$ cat src/rtl/dmem_bus_if.sv
// Wait-state data bus between dmem_bridge (master) and the data memory (slave).
interface dmem_bus_if;
  logic        bus_req_o;
  logic        bus_we_o;
  logic [31:0] bus_addr_o;
  logic [3:0]  bus_sel_o;
  logic [31:0] bus_wdata_o;
  logic        bus_ack_i;
  logic [31:0] bus_rdata_i;
  logic        bus_err_o;

  modport master (
    output bus_req_o, bus_we_o, bus_addr_o, bus_sel_o, bus_wdata_o, bus_err_o,
    input  bus_ack_i, bus_rdata_i
  );

  modport slave (
    input  bus_req_o, bus_we_o, bus_addr_o, bus_sel_o, bus_wdata_o, bus_err_o,
    output bus_ack_i, bus_rdata_i
  );
endinterface

$ cat src/rtl/dmem_bridge.sv
// Bridges the memory-access stage onto a req/ack wait-state bus, stalling the
// pipeline until each access completes or times out.
module dmem_bridge #(
  parameter int unsigned TIMEOUT = 16,
  parameter int unsigned CNT_W   = 8
) (
  input  logic              clk,
  input  logic              rst,
  input  logic              mem_ce_i,
  input  logic              mem_we_i,
  input  logic [31:0]       mem_addr_i,
  input  logic [3:0]        mem_sel_i,
  input  logic [31:0]       mem_data_i,
  input  logic              flush_i,
  output logic [31:0]       mem_data_o,
  output logic              stallreq_o,
  dmem_bus_if.master        bus
);

  localparam logic [CNT_W-1:0] CNT_LAST = CNT_W'(TIMEOUT - 1);

  typedef enum logic [1:0] {IDLE, BUSY, DONE} state_t;

  state_t           state_q, state_d;
  logic [CNT_W-1:0] cnt_q, cnt_d;
  logic [31:0]      rbuf_q, rbuf_d;
  logic [31:0]      addr_q, addr_d;
  logic [31:0]      wdata_q, wdata_d;
  logic [3:0]       sel_q, sel_d;
  logic             req_q, req_d;
  logic             we_q, we_d;
  logic             err_q, err_d;
  logic             aborted_q, aborted_d;
  logic             accept_c;
  logic             unused_addr_lsb;

  assign accept_c        = mem_ce_i & ~flush_i;
  assign unused_addr_lsb = ^mem_addr_i[1:0];

  // Next-state and registered-output computation.
  always_comb begin
    state_d   = state_q;
    cnt_d     = cnt_q;
    rbuf_d    = rbuf_q;
    addr_d    = addr_q;
    wdata_d   = wdata_q;
    sel_d     = sel_q;
    req_d     = req_q;
    we_d      = we_q;
    err_d     = 1'b0;
    aborted_d = aborted_q;
    case (state_q)
      IDLE: begin
        if (accept_c) begin
          we_d    = mem_we_i;
          addr_d  = {mem_addr_i[31:2], 2'b00};
          sel_d   = mem_sel_i;
          wdata_d = mem_data_i;
          req_d   = 1'b1;
          cnt_d   = '0;
          state_d = BUSY;
        end
      end
      BUSY: begin
        cnt_d = cnt_q + CNT_W'(1);
        if (flush_i) aborted_d = 1'b1;
        // Ack takes priority over a coincident timeout.
        if (bus.bus_ack_i) begin
          rbuf_d  = bus.bus_rdata_i;
          req_d   = 1'b0;
          state_d = DONE;
        end else if (cnt_q == CNT_LAST) begin
          rbuf_d  = '0;
          req_d   = 1'b0;
          err_d   = 1'b1;
          state_d = DONE;
        end
      end
      DONE: begin
        aborted_d = 1'b0;
        state_d   = IDLE;
      end
      default: state_d = IDLE;
    endcase
  end

  always_ff @(posedge clk) begin
    if (rst) begin
      state_q   <= IDLE;
      cnt_q     <= '0;
      rbuf_q    <= '0;
      addr_q    <= '0;
      wdata_q   <= '0;
      sel_q     <= '0;
      req_q     <= 1'b0;
      we_q      <= 1'b0;
      err_q     <= 1'b0;
      aborted_q <= 1'b0;
    end else begin
      state_q   <= state_d;
      cnt_q     <= cnt_d;
      rbuf_q    <= rbuf_d;
      addr_q    <= addr_d;
      wdata_q   <= wdata_d;
      sel_q     <= sel_d;
      req_q     <= req_d;
      we_q      <= we_d;
      err_q     <= err_d;
      aborted_q <= aborted_d;
    end
  end

  assign bus.bus_req_o   = req_q;
  assign bus.bus_we_o    = we_q;
  assign bus.bus_addr_o  = addr_q;
  assign bus.bus_sel_o   = sel_q;
  assign bus.bus_wdata_o = wdata_q;
  assign bus.bus_err_o   = err_q;

  // Stall is released for exactly the one non-aborted DONE cycle.
  assign stallreq_o = ((state_q == IDLE) && accept_c) || (state_q == BUSY) ||
                      ((state_q == DONE) && aborted_q);
  assign mem_data_o = ((state_q == DONE) && !aborted_q) ? rbuf_q : 32'h0;

endmodule

$ cat src/flat_wrapper.sv
// flat-port wrapper written by rule: the top's interface ports become plain ports
module dmem_bridge_flat 
#(
  parameter int unsigned TIMEOUT = 16,
  parameter int unsigned CNT_W   = 8
)
  (clk, rst, mem_ce_i, mem_we_i, mem_addr_i, mem_sel_i, mem_data_i, flush_i, mem_data_o, stallreq_o, bus_bus_req_o, bus_bus_we_o, bus_bus_addr_o, bus_bus_sel_o, bus_bus_wdata_o, bus_bus_err_o, bus_bus_ack_i, bus_bus_rdata_i);
  dmem_bus_if bus_i ();
  input  logic clk;
  input  logic rst;
  input  logic mem_ce_i;
  input  logic mem_we_i;
  input  logic [31:0] mem_addr_i;
  input  logic [3:0] mem_sel_i;
  input  logic [31:0] mem_data_i;
  input  logic flush_i;
  output logic [31:0] mem_data_o;
  output logic stallreq_o;
  output wire logic [$bits(bus_i.bus_req_o)-1:0] bus_bus_req_o;
  output wire logic [$bits(bus_i.bus_we_o)-1:0] bus_bus_we_o;
  output wire logic [$bits(bus_i.bus_addr_o)-1:0] bus_bus_addr_o;
  output wire logic [$bits(bus_i.bus_sel_o)-1:0] bus_bus_sel_o;
  output wire logic [$bits(bus_i.bus_wdata_o)-1:0] bus_bus_wdata_o;
  output wire logic [$bits(bus_i.bus_err_o)-1:0] bus_bus_err_o;
  input wire logic [$bits(bus_i.bus_ack_i)-1:0] bus_bus_ack_i;
  input wire logic [$bits(bus_i.bus_rdata_i)-1:0] bus_bus_rdata_i;
  assign bus_bus_req_o = bus_i.bus_req_o;
  assign bus_bus_we_o = bus_i.bus_we_o;
  assign bus_bus_addr_o = bus_i.bus_addr_o;
  assign bus_bus_sel_o = bus_i.bus_sel_o;
  assign bus_bus_wdata_o = bus_i.bus_wdata_o;
  assign bus_bus_err_o = bus_i.bus_err_o;
  assign bus_i.bus_ack_i = bus_bus_ack_i;
  assign bus_i.bus_rdata_i = bus_bus_rdata_i;
  dmem_bridge #(.TIMEOUT(TIMEOUT), .CNT_W(CNT_W)) u_core (.clk(clk), .rst(rst), .mem_ce_i(mem_ce_i), .mem_we_i(mem_we_i), .mem_addr_i(mem_addr_i), .mem_sel_i(mem_sel_i), .mem_data_i(mem_data_i), .flush_i(flush_i), .mem_data_o(mem_data_o), .stallreq_o(stallreq_o), .bus(bus_i));
endmodule
$ cat config.mk
export PLATFORM = sky130hd
export DESIGN_NAME = dmem_bridge_flat
export DESIGN_NICKNAME = d
export VERILOG_FILES = /design/src/rtl/dmem_bus_if.sv /design/src/rtl/dmem_bridge.sv /design/src/flat_wrapper.sv
export SDC_FILE = /design/constraint.sdc
export NUM_CORES = 1
export LEC_CHECK = 0
export BUFFER_PORTS_ARGS = -buffer_cell sky130_fd_sc_hd__buf_2
export CAP_MARGIN = 20
export CORE_AREA = 4 4 90 113
export DETAILED_ROUTE_END_ITERATION = 8
export DIE_AREA = 0 0 94 117
export GPL_TIMING_DRIVEN = 0
export PLACE_DENSITY = 0.88
export SYNTH_ARGS = -nofsm -noshare
export SYNTH_HDL_FRONTEND = slang
export SYNTH_SLANG_ARGS = --single-unit
$ cat constraint.sdc
create_clock -name clk -period 3.1 [get_ports clk]
set_input_delay 0.31 -clock clk [delete_from_list [all_inputs] [get_ports clk]]
set_output_delay 0.31 -clock clk [all_outputs]
set_load 0.02 [all_outputs]
==> metrics.txt <==
post-synth top area share 51.6%; final hold slack 207 ps; crit path max-delay cell type nor3b_1; Routed WL per cell between 10 and 15 um; Post-Synthesis Cells roughly 540; fin nets 866; Psw between 0.0007 and 0.0008 W; top cells by area, synth dfxtp_1 52%, nand2_1 17%, a21oi_1 12%; Peak VDD IR between 300 and 400 uV; busiest grt layer met2; Avg Inst Size Synth ~8.0 um^2; Pre-Repair DR Iteration Count 4; Placement Setup Slack around 1200 ps; most frequent cells after synthesis 201 x nand2_1, 112 x dfxtp_1, 107 x a21oi_1, 32 x and2_1, 22 x clkbuf_1; I/O pins 210; core area 9080 um^2; clock latency on the worst-skew pair approximately 340 ps; Final min period roughly 2200 ps; crit share post-route between 70 and 80%; post_cts resized 0; post-layout util ~64%; initial core utilization between 40% and 50%; placer congestion estimate roughly 0.83; met3 GRT Util a little over 7%; register area share after synthesis 51.6%; post-route setup slack approximately 850 ps; Worst EP arrival about 1900 ps; FMAX roughly 450 MHz; layout cells sized above 1 32.2%; Via Count between 4k and 5k; DRT antenna net count 0; Rows 39; Fin. Hold Viols 0; TritonCTS clock tree built; P&R area growth vs syn 33.5%; count of cell types in the netlist 38; critical path class register to output port; P_int 0.00226 W; CTS Sinks approximately 110; hold buffers post-CTS 0; clock tree buffer depth 2; share of power burned in registers 51.0%; Hold Path Class primary input to register; critical path, cell by cell buf_4, nor3b_1, clkbuf_1, and2_1, buf_2; die width 94 um; DRC 0; antenna cell count 0; Total GRT Usage 20.8%; Synth area leader dfxtp_1; Setup TNS Final 0 ps; mapped cell area approximately 4300 um^2; setup bufs post-CTS 0; Port-buffer cells between 200 and 250; grt met1 use roughly a fifth; largest net degree at the start of global routing 17; Vias per Instance 4.91; setup-violating endpoint count in the final report 0; crit path max fanout 10; WP data required approximately 2800 ps; vias in the first global route 4232; unrepaired setup endpoints after global routing no; #FFs+latches synth 112; CTS buffer count 9; leakage roughly 2.7 nW; hpwl dp between 9000 and 10000 um; first-pass GRT wire length between 15000 and 20000 um; Pwr per Cell Area about 520 nW/um^2; crit end category output port; Remaining Overflow, GRT 0; Crit path largest cell delay between 400 and 500 ps; Setup Skew 6.80 ps; Filler cells 753; GR Util met2 around two fifths; cell with the most instances after synthesis nand2_1; Primary FF master, synth dfxtp_1; Worst-Margin Slew 517 ps; initial antenna violation count 0; Async SR Flop Fraction 0%; DIE AREA 11000 um^2; EDFF count, synth 0; clock transition at the registers of the reported paths ~70 ps; Die Height ~120 um; Sw Share between 20% and 30%; max-slew headroom at the worst pin between 60% and 70%; Clk pwr share between 30% and 40%; Max Cap Violations 0; Clock Tree Root clkbuf_16; outcome completed; H-tree depth 3; Critical Path Source Type register; Synthesis Warnings 0; iteration-0 DRC count of the detailed router roughly 130; Comb power frac between 10% and 20%; drt total wl 11900 um; Slew Viols, Final 0
==> logic make-up (layout without fill, tap and decap cells) <==
logic type               count (synthesis)  in the layout  share of synthesized area (%)
AND/OR/NAND/NOR                        263            263                           26.6
other                                    1              2                         0.0863
adder cells (fa/ha/maj)                  1              1                          0.288
buffers and inverters                   48            266                           6.54
AO/OA/AOI/OAI                          116            116                           14.3
flip-flops                             112            112                           51.6
multiplexers                             2              2                          0.605
==> power groups by stage <==
stage | logic [W] | registers [W] | clock network (W)
6_report | 0.000366 | 0.00152 | 0.00110
3_5_place_dp | 0.000368 | 0.00156 | 0
2_1_floorplan | 0.000160 | 0.00161 | 0
5_1_grt | 0.000403 | 0.00153 | 0.00118
4_1_cts | 0.000369 | 0.00152 | 0.00113
3_3_place_gp | 0.000358 | 0.00155 | 0
==> worst paths after layout <==
path                            slack [ps]                 from                   endpoint  cells after the start
worst max-delay path                   850    u_core.state_q[0]             mem_data_o[28]                      5
worst min-delay path                   210  bus_bus_rdata_i[10]          u_core.rbuf_q[10]                      3
worst max register to register        1390    u_core.state_q[0]  u_core.bus.bus_addr_o[24]                      6
worst min register to register         450    u_core.rbuf_q[31]          u_core.rbuf_q[31]                      2
==> layout make-up <==
type / count / area (um^2) / area share [%]
plain buffers: 44 / 269 / 4.64
clock buffers: 10 / 229 / 3.95
clock inverters: 4 / 47.5 / 0.820
inverters: 4 / 15.0 / 0.259
multi-input cells: 384 / 1820 / 31.4
flip-flops and latches: 112 / 2240 / 38.7
well taps: 123 / 154 / 2.65
repair buffers: 204 / 1020 / 17.6
==> metrics by stage <==
stage | total power (W) | instance area (um^2) | std cells
6_report | 0.00299 | 5800 | 885
5_1_grt | 0.00311 | 5800 | 885
4_1_cts | 0.00302 | 5800 | 885
3_5_place_dp | 0.00193 | 5520 | 871
3_3_place_gp | 0.00191 | 5520 | 871
2_1_floorplan | 0.00177 | 4350 | 544
==> layer usage <==
metal,vias up,part of all wire (%)
met4,0,2.0
met3,19,9.7
li1,2183,-
met1,1964,37
met2,179,51
met5,-,0
==> flip-flops by register name (all words and copies together) (netlist names) <==
| name | flops |
|---|---|
| u_core.bus.bus_req_o | 1 |
| u_core.bus.bus_we_o | 1 |
| u_core.state_q | 2 |
| u_core.bus.bus_wdata_o | 32 |
| u_core.cnt_q | 8 |
| u_core.rbuf_q | 32 |
| u_core.bus.bus_addr_o | 30 |
| u_core.aborted_q | 1 |
| u_core.bus.bus_sel_o | 4 |
| u_core.bus.bus_err_o | 1 |
==> worst max-delay path: cells and delay by family (launching register included) <==
family | cells | cell delay [ps]
buf+inv | 3 | 680
simple gates | 2 | 600
flops | 1 | 320
==> cell usage in the layout (no fill, tap or decap), types with 2 or more instances in the layout <==
master	n
buf_2	209
nand2_1	201
dfxtp_1	112
a21oi_1	107
and2_1	32
clkbuf_1	23
buf_6	9
clkbuf_16	9
buf_4	8
nor2_1	5
nand3_1	4
inv_1	4
nand2b_1	3
and3_1	3
nand3b_1	2
nand4_1	2
nor3_1	2
conb_1	2
clkinv_2	2
Note: power is estimated with default switching activity, not from simulation.
